## src/rtl/fir_pkg.sv

```systemverilog
// rtl/fir_pkg.sv - shared constants and FSM encoding for the FIR coefficient path
package fir_pkg;

  // Defaults shared with the filter datapath
  localparam int DEF_N_TAPS  = 74;
  localparam int DEF_COEF_W  = 8;
  localparam int DEF_ADDR_W  = 7;
  localparam int DEF_TIMEOUT = 1024;

  localparam logic [7:0] SYNC_BYTE = 8'hA5;

  typedef logic [2:0] fsm_state_t;

  localparam fsm_state_t ST_SYNC = 3'd0;
  localparam fsm_state_t ST_LEN  = 3'd1;
  localparam fsm_state_t ST_DATA = 3'd2;
  localparam fsm_state_t ST_CHK  = 3'd3;
  localparam fsm_state_t ST_FILL = 3'd4;
  localparam fsm_state_t ST_SWAP = 3'd5;

endpackage

```

## src/rtl/fir_ld_timeout.sv

```systemverilog
// rtl/fir_ld_timeout.sv - idle-cycle counter that flags a stalled frame
module fir_ld_timeout #(
  parameter int TIMEOUT = 1024
) (
  input  logic clk,
  input  logic rst_n,
  input  logic clear,
  input  logic enable,
  output logic expired
);

  localparam int CNT_W = (TIMEOUT > 2) ? $clog2(TIMEOUT) : 1;

  logic [CNT_W-1:0] cnt_q;

  // An accepted byte always wins over expiry, so a byte on the last idle cycle is not lost
  assign expired = enable & ~clear & (cnt_q == CNT_W'(TIMEOUT - 1));

  // Count idle cycles while a frame is open; restart on any byte or outside a frame
  always_ff @(posedge clk or negedge rst_n) begin
    if (!rst_n) begin
      cnt_q <= '0;
    end else if (clear || !enable || expired) begin
      cnt_q <= '0;
    end else begin
      cnt_q <= cnt_q + CNT_W'(1);
    end
  end

endmodule

```

## src/rtl/fir_coef_loader.sv

```systemverilog
// rtl/fir_coef_loader.sv - framed byte stream to double-buffered FIR coefficient RAM
module fir_coef_loader
  import fir_pkg::*;
#(
  parameter int N_TAPS  = DEF_N_TAPS,
  parameter int COEF_W  = DEF_COEF_W,
  parameter int ADDR_W  = DEF_ADDR_W,
  parameter int TIMEOUT = DEF_TIMEOUT
) (
  input  logic              clk,
  input  logic              rst_n,
  input  logic [7:0]        in_data,
  input  logic              in_valid,
  output logic              in_ready,
  output logic              coef_we,
  output logic              coef_bank,
  output logic [ADDR_W-1:0] coef_addr,
  output logic [COEF_W-1:0] coef_data,
  output logic              active_bank,
  output logic              coefs_valid,
  output logic              load_busy,
  output logic              load_err
);

  fsm_state_t        state_q;
  fsm_state_t        state_d;
  logic              rdy_en_q;
  logic [ADDR_W-1:0] n_q;
  logic [ADDR_W-1:0] idx_q;
  logic [7:0]        sum_q;
  logic [7:0]        chk_sum;
  logic              take;
  logic              len_bad;
  logic              last_data;
  logic              last_fill;
  logic              n_full;
  logic              abort;
  logic              tmo_en;
  logic              tmo_expired;

  assign take      = in_valid & in_ready;
  assign len_bad   = (in_data == 8'd0) || (in_data > 8'(N_TAPS));
  assign chk_sum   = sum_q + in_data;
  assign last_data = (idx_q == n_q - ADDR_W'(1));
  assign last_fill = (idx_q == ADDR_W'(N_TAPS - 1));
  assign n_full    = (n_q == ADDR_W'(N_TAPS));
  assign tmo_en    = (state_q == ST_LEN) || (state_q == ST_DATA) || (state_q == ST_CHK);

  fir_ld_timeout #(
    .TIMEOUT (TIMEOUT)
  ) u_timeout (
    .clk     (clk),
    .rst_n   (rst_n),
    .clear   (take),
    .enable  (tmo_en),
    .expired (tmo_expired)
  );

  // Hold in_ready low while in reset; it rises on the first clock after release
  always_ff @(posedge clk or negedge rst_n) begin
    if (!rst_n) begin
      rdy_en_q <= 1'b0;
    end else begin
      rdy_en_q <= 1'b1;
    end
  end

  // FSM state register
  always_ff @(posedge clk or negedge rst_n) begin
    if (!rst_n) begin
      state_q <= ST_SYNC;
    end else begin
      state_q <= state_d;
    end
  end

  // FSM next-state and abort decision; 0xA5 only matters while hunting for sync
  always_comb begin
    state_d = state_q;
    abort   = 1'b0;
    case (state_q)
      ST_SYNC: begin
        if (take && in_data == SYNC_BYTE) state_d = ST_LEN;
      end
      ST_LEN: begin
        if (tmo_expired) begin
          abort = 1'b1;
        end else if (take) begin
          if (len_bad) abort = 1'b1;
          else         state_d = ST_DATA;
        end
      end
      ST_DATA: begin
        if (tmo_expired)            abort   = 1'b1;
        else if (take && last_data) state_d = ST_CHK;
      end
      ST_CHK: begin
        if (tmo_expired) begin
          abort = 1'b1;
        end else if (take) begin
          if (chk_sum != 8'd0) abort   = 1'b1;
          else if (n_full)     state_d = ST_SWAP;
          else                 state_d = ST_FILL;
        end
      end
      ST_FILL: begin
        if (last_fill) state_d = ST_SWAP;
      end
      ST_SWAP: begin
        state_d = ST_SYNC;
      end
      default: begin
        state_d = ST_SYNC;
      end
    endcase
    if (abort) state_d = ST_SYNC;
  end

  // FSM outputs: back-pressure the source only while zero-filling or swapping
  always_comb begin
    in_ready  = 1'b0;
    load_busy = (state_q != ST_SYNC);
    case (state_q)
      ST_SYNC, ST_LEN, ST_DATA, ST_CHK: in_ready = rdy_en_q;
      default:                          in_ready = 1'b0;
    endcase
  end

  // Datapath: checksum, tap index, registered RAM write port and bank control
  always_ff @(posedge clk or negedge rst_n) begin
    if (!rst_n) begin
      n_q         <= '0;
      idx_q       <= '0;
      sum_q       <= '0;
      coef_we     <= 1'b0;
      coef_bank   <= 1'b0;
      coef_addr   <= '0;
      coef_data   <= '0;
      active_bank <= 1'b0;
      coefs_valid <= 1'b0;
      load_err    <= 1'b0;
    end else begin
      coef_we  <= 1'b0;
      load_err <= abort;
      case (state_q)
        ST_LEN: begin
          if (take && !len_bad) begin
            n_q   <= in_data[ADDR_W-1:0];
            sum_q <= in_data;
            idx_q <= '0;
          end
        end
        ST_DATA: begin
          if (take) begin
            coef_we   <= 1'b1;
            coef_bank <= ~active_bank;
            coef_addr <= idx_q;
            coef_data <= in_data[COEF_W-1:0];
            sum_q     <= sum_q + in_data;
            idx_q     <= idx_q + ADDR_W'(1);
          end
        end
        ST_FILL: begin
          coef_we   <= 1'b1;
          coef_bank <= ~active_bank;
          coef_addr <= idx_q;
          coef_data <= '0;
          idx_q     <= idx_q + ADDR_W'(1);
        end
        ST_SWAP: begin
          active_bank <= ~active_bank;
          coefs_valid <= 1'b1;
        end
        default: begin
        end
      endcase
    end
  end

endmodule

```

## config.mk

```make
export PLATFORM = sky130hd
export DESIGN_NAME = fir_coef_loader
export DESIGN_NICKNAME = d
export VERILOG_FILES = /design/src/rtl/fir_pkg.sv /design/src/rtl/fir_ld_timeout.sv /design/src/rtl/fir_coef_loader.sv
export SDC_FILE = /design/constraint.sdc
export NUM_CORES = 1
export LEC_CHECK = 0
export ABC_AREA = 1
export ABC_CLOCK_PERIOD_IN_PS = 1800
export BUFFER_PORTS_ARGS = -buffer_cell sky130_fd_sc_hd__buf_2
export CAP_MARGIN = 20
export CORE_ASPECT_RATIO = 1.2
export CORE_MARGIN = 3
export CORE_UTILIZATION = 33
export DETAILED_ROUTE_END_ITERATION = 8
export PLACE_DENSITY_LB_ADDON = 0.12
export REMOVE_ABC_BUFFERS = 1
export SKIP_CTS_REPAIR_TIMING = 1
export SLEW_MARGIN = 20
export SYNTH_ARGS = -nofsm -noshare
export SYNTH_HDL_FRONTEND = slang
export SYNTH_HIERARCHICAL = 1
export SYNTH_SLANG_ARGS = --single-unit
```

## constraint.sdc

```tcl
create_clock -name clk -period 1.8 [get_ports clk]
set_input_delay 0.54 -clock clk [delete_from_list [all_inputs] [get_ports clk]]
set_output_delay 0.54 -clock clk [all_outputs]
set_load 0.1 [all_outputs]
```

==> results of run 1 <==
## how the worst max path moves through the flow
stage / start / endpoint / slack, ns
2_1_floorplan: state_q[2] / state_q[0] / -1.17
3_3_place_gp: in_data[0] / state_q[0] / -0.51
3_5_place_dp: in_data[0] / state_q[0] / -0.56
4_1_cts: state_q[2] / load_busy / -0.29
5_1_grt: sum_q[0] / state_q[1] / -0.36
6_report: sum_q[0] / state_q[0] / -0.23
## kinds of logic (layout without fill, tap and decap cells)
| kind of cell | Yosys count | in the layout |
|---|---|---|
| muxes | 1 | 1 |
| adders and majority gates | 13 | 13 |
| and+or+nand+nor | 241 | 241 |
| other | 1 | 1 |
| DFF | 56 | 56 |
| AOI/OAI and AO/OA | 59 | 59 |
| xor gates and xnor gates | 11 | 11 |
| buffers and inverters | 78 | 182 |
## final cells by class
type / count / area [um2]
clock buffer: 5 / 125
clock inverter: 3 / 68.8
fill: 1021 / 5480
inverter: 71 / 277
multi-input combinational: 326 / 1780
sequential: 56 / 1400
tap: 126 / 158
timing repair buffer: 103 / 769
## worst max-delay path: stages (launching register included)
cell and delay (ns):
dfrtp_1 0.37, ha_2 0.20, inv_2 0.04, fa_2 0.52, nand3b_1 0.08, nor2_1 0.11, nand3_1 0.10, nor2_2 0.10
nand2_1 0.07, nand2_2 0.07, nand3_4 0.09, nand2_1 0.08, nand2_1 0.04, nor2_1 0.09
## power groups by stage
stage / combinational [mW] / clock (mW) / sequential, mW
after floorplan: 2.12 / 0 / 3.29
after global placement: 4.82 / 0 / 2.00
after detailed placement: 4.85 / 0 / 2.01
after CTS: 4.87 / 1.35 / 1.99
after global routing: 5.62 / 1.39 / 2.06
final: 5.08 / 1.30 / 1.99
## Yosys cell counts (2+ instances only)
cell and n:
a21oi_2 2, nand3_1 23, nand2_2 4, o21ai_0 30
dfrtp_1 56, clkbuf_1 2, nor2_1 54, nand4_1 3
xnor2_1 7, inv_1 62, o21ai_1 6, nand2_1 129
nor2_2 5, a21oi_1 13, o211ai_1 2, nor2_4 7
nand3b_1 5, xor2_1 3, buf_2 3, nand3_2 4
a31oi_1 2, inv_2 8, ha_1 12, nor3_1 3
## flip-flops by register name, indices dropped and copies added, names as in the netlist
name,cells
coef_we,1
coef_data,8
sum_q,8
idx_q,7
coef_addr,7
u_timeout/cnt_q,10
active_bank,1
coef_bank,1
coefs_valid,1
rdy_en_q,1
n_q,7
load_err,1
state_q,3
## per-layer routing
layer | part of all wire [%] | routed length (um)
met5 | 0 | 0
met4 | 1.2 | 102
met3 | 2.7 | 227
met1 | 45 | 3820
met2 | 51 | 4300
==> flow_summary.ini, run 1 <==
[grt]
grt_pass1_vias = 3083
use_met3_pct = 2.19
grt_pass1_wl_um = 14400
use_met2_pct = 26.7
grt_overflow = 0
use_met1_pct = 19.2
grt-busiest-layer = met2
grt.total_usage_pct = 15.2
grt_max_degree = 57
antenna_found_initial = 0

[floorplan]
die_x_um = 98.9
io_pins = 33
dieArea_um2 = 11600
core-area_um2 = 10100
die_h_um = 117
rows = 40
initial_core_util_pct = 34.0

[finish]
layout_commonest_cell = nand2_1
final_area_um2 = 4580
layout_common_cells = nand2_1 (125), buf_4 (61), inv_1 (58)
diodes = 0
fin_cells = 690
final_util_pct = 45.5
post_route_cells_drive_above_1_share_pct = 29.1
layout.nets = 587
area_growth_pct = 34.1

[placement]
dp_hpwl_um = 6430
place_congestion = 0.839
placed_area_um2 = 4230
post-place-ws_ns = -0.555
dp.cells = 677
portBuffers = 32

[synth]
ys.flop_type = dfrtp_1
synth_area_leaders = dfrtp_1 (41%), nand2_1 (14%), inv_1 (6.8%), nor2_1 (5.9%), ha_1 (4.4%)
muxShareOfSynthArea_pct = 0.293
syn_area_um2 = 3420
synthSimpleGateAreaFrac_pct = 31.6
synthAdderAreaFrac_pct = 4.98
ys_async_sr_fraction_pct = 100
seq_area_frac_synth_pct = 41.0
yosys.area.top_type_share_pct = 41.0
postSynthCellCount = 460
synth_top_cell_by_area = dfrtp_1
synth_area_per_cell_um2 = 7.43
synth_compound_gate_area_share_pct = 9.78
synth-xor-area-share_pct = 3.22
yosys.cell_types.count = 39
synth_top_family_by_area = simple AND/OR/NAND/NOR gates
synth-edff-count = 0
ys_ff_latch = 56
yosys_warnings = 6

[routing]
wire_per_inst_um = 12.2
antenna_left = 0
first_pass_iters = 5
initialDrtViolationCount = 95
via_per_inst = 4.48
routed_wl_um = 8440
vias = 3094
drcViolationCount = 0

[power_and_ir_drop]
internal_power_mw = 4.18
irDropWorstVdd_uv = 775
switching_power_mw = 4.19
combPwrFrac_pct = 60.7
total_power_mw = 8.37
switching_share_pct = 50.1
p_clk_share_pct = 15.6
pwr-share-seq_pct = 23.8
powerDensity_nw_per_um2 = 1830
p_leak_nw = 2.35

[worst_setup_path]
crit_required_ns = 2.04
start_kind = flop
rr_startpoint = sum_q[0]
rr_worst_depth = 13
crit_arrival_ns = 2.27
rrSetupSlack_ns = -0.23
r2r_end = state_q[0]
cp_max_fo = 5
cp-end-kind = flop
criticalPathCategory = reg2reg

[outcome]
violations = negative setup slack
outcome = finished with violations

[clocking]
cts_made_buffers = 5
clk_latency_ns = 0.30
clkSinkCount = 56
cts.clk_slew.worst_paths_ns = 0.08
cts_tree = built
cts_buffer_depth = 2
cts_root_buf = clkbuf_16
htreeDepth = 2

[timing]
period_share_pct = 113
report.final.slew_viol_count = 0
setup_viol_count_final = 9
post-route-min-period_ns = 2.03
holdWs_ns = 0.214
final.setup.tns_ns = -0.793
setup_ws_ns = -0.234
rsz0062_at_grt = true
clock_skew_ns = 0.00495
hold_viol = 0
timing.fmax_mhz = 492

[hold_path]
hold_class = in2async

[job]
cap_violations = 0
No activity file was read; power rests on OpenSTA's default activity.
==> inputs of run 2 (changes only) <==
--- a/config.mk
+++ b/config.mk
@@ -7,5 +7,5 @@
 export LEC_CHECK = 0
 export ABC_AREA = 1
-export ABC_CLOCK_PERIOD_IN_PS = 1800
+export ABC_CLOCK_PERIOD_IN_PS = 2550
 export BUFFER_PORTS_ARGS = -buffer_cell sky130_fd_sc_hd__buf_2
 export CAP_MARGIN = 20
==> constraint.sdc (replaced) <==
create_clock -name clk -period 2.55 [get_ports clk]
set_input_delay 0 -clock clk [delete_from_list [all_inputs] [get_ports clk]]
set_output_delay 0 -clock clk [all_outputs]
set_load 0.1 [all_outputs]
==> run 2 against run 1 <==
  * The run now ends clean
  * Cell count is 9.4% lower
  * Clock power fell by 45%
  * Count of clock-buffer cells in the layout is 1 higher
  * First-iteration DRC count rose by 17%
  * Register-to-register slack better by 0.65 ns
==> flow_summary.ini, run 2 (synthesized netlist as in run 1, its figures left out) <==
[timing]
slew-limit-headroom_pct = 50.4
clock_skew_ns = 0.00425
tightest_slew_ns = 0.744
report.final.slew_viol_count = 0
setup_viol_count_final = 0
hold_viol = 0
period_share_pct = 83.5
post-route-min-period_ns = 2.13
timing.fmax_mhz = 470
setup_ws_ns = 0.420
holdWs_ns = 0.00688
rsz0062_at_grt = false

[outcome]
outcome = finished clean

[worst_setup_path]
cp_max_fo = 5
criticalPathCategory = reg2reg
rr_worst_depth = 16
rrSetupSlack_ns = 0.42
critPathBufInv = 2
crit_arrival_ns = 2.36
rr_startpoint = sum_q[0]
cpLargestDelayFamily = simple AND/OR/NAND/NOR gates
path_common_cell = nand2_1
crit_end = state_q[1]
r2r_end = state_q[1]
cp-startpoint = sum_q[0]
start_kind = flop
cp_slowest_stage_delay_ns = 0.39
worst-path-stages = 16
crit_required_ns = 2.78
cp-end-kind = flop
cpMaxStageDelayCell = fa_1
crit_chain = ha_1 > inv_1 > fa_1 > inv_1 > nand2_1 > nand2_1 > nand3b_1 > nand3_1 > nand2_1 > nor2_1 > nand2_1 > nand2_1 > nand3_2 > nand2_1 > nand2_1 > nor2_1

[power_and_ir_drop]
powerDensity_nw_per_um2 = 1310
switching_share_pct = 54.4
combPwrFrac_pct = 58.0
internal_power_mw = 2.33
p_clk_share_pct = 14.1
pwr-share-seq_pct = 27.9
irDropWorstVdd_uv = 540
p_leak_nw = 1.99
switching_power_mw = 2.78

[finish]
area_growth_pct = 14.1
layout_commonest_cell = nand2_1
largest_registers = u_timeout/cnt_q x10, coef_data x8, sum_q x8
diodes = 0
fin_cells = 625
layout_common_cells = nand2_1 (129), inv_1 (62), dfrtp_1 (56)
final_util_pct = 38.7
regMostFlops = u_timeout/cnt_q
post_route_cells_drive_above_1_share_pct = 15.8
num-fill-cells = 1090
layout.nets = 523
largest_register_ffs = 10

[floorplan]
core-area_um2 = 10100
io_pins = 33
rows = 40
die_x_um = 98.9
die_h_um = 117
initial_core_util_pct = 34.0
dieArea_um2 = 11600

[grt]
grt_overflow = 0
antenna_found_initial = 0
grt_max_degree = 57
grt.total_usage_pct = 14.4
grt_pass1_vias = 2896
grt_pass1_wl_um = 13700

[clocking]
cts_buffer_depth = 2
cts_tree = built
cts_made_buffers = 5
htreeDepth = 2
cts.clk_slew.worst_paths_ns = 0.07
cts_root_buf = clkbuf_16
clkSinkCount = 56
clk_latency_ns = 0.30

[routing]
wire_per_inst_um = 12.8
drcViolationCount = 0
routed_wl_um = 7970
antenna_left = 0
via_per_inst = 4.58
first_pass_iters = 6
vias = 2860
initialDrtViolationCount = 111

[job]
cap_violations = 0

[placement]
dp_hpwl_um = 6040
dp.cells = 617
portBuffers = 32
post-place-ws_ns = 0.455
place_congestion = 0.836

[hold_path]
hold_class = in2reg
## run 2: changes by cell type in the layout (fill, tap and decap cells not counted), sizes merged
cell,delta
buf,-65
bufinv,-2
clkbuf,+1
clkinv,+1
dlygate4sd3,+1
inv,-1
## run 2: worst register-to-register path, stage by stage (launching register included)
cell,delay (ns)
dfrtp_1,0.36
ha_1,0.20
inv_1,0.06
fa_1,0.39
inv_1,0.07
nand2_1,0.04
nand2_1,0.09
nand3b_1,0.10
nand3_1,0.08
nand2_1,0.07
nor2_1,0.15
nand2_1,0.08
nand2_1,0.08
nand3_2,0.11
nand2_1,0.08
nand2_1,0.04
nor2_1,0.08
## run 2: cell type report
class                           count  area (um2)  area share, %
Sequential cell                    56        1400           36.0
Tap cell                          126         158           4.04
Clock buffer                        6         139           3.56
Inverter                           71         269           6.90
Clock inverter                      1        8.76          0.225
Timing Repair Buffer               39         215           5.52
Multi-Input combinational cell    326        1710           43.8
## run 2: how the worst min path moves through the flow
stage,slack (ns),depth (start not counted),startpoint,to
2_1_floorplan,-0.30,0,rst_n,active_bank
4_1_cts,-0.11,2,rst_n,n_q[2]
3_5_place_dp,0.21,2,rst_n,coef_data[0]
6_report,0.007,3,in_data[7],coef_data[7]
5_1_grt,0.01,3,in_data[7],coef_data[7]
3_3_place_gp,0.21,2,rst_n,coef_data[0]
## run 2: per-stage QoR
step | setup TNS [ns] | cell area, um2 | power [mW]
after global routing | 0 | 3900 | 5.55
after CTS | 0 | 3890 | 5.18
after global placement | 0 | 3740 | 4.41
final | 0 | 3900 | 5.11
after detailed placement | 0 | 3740 | 4.43
after floorplan | -3.89 | 3380 | 3.82
## run 2: power by group through the flow
stage | registers (mW) | logic (mW) | clock network [mW]
after floorplan | 2.32 | 1.50 | 0
after global placement | 1.44 | 2.97 | 0
after detailed placement | 1.45 | 2.98 | 0
after CTS | 1.44 | 2.99 | 0.754
after global routing | 1.48 | 3.28 | 0.789
final | 1.43 | 2.97 | 0.720
## run 2: routing by layer
metal	global-route usage [%]	share of wire, %	up-vias
met5	0	0	-
met4	5.12	2.1	0
met3	2.61	2.9	13
met2	25.3	51	36
met1	17.4	44	1301
li1	-	-	1510
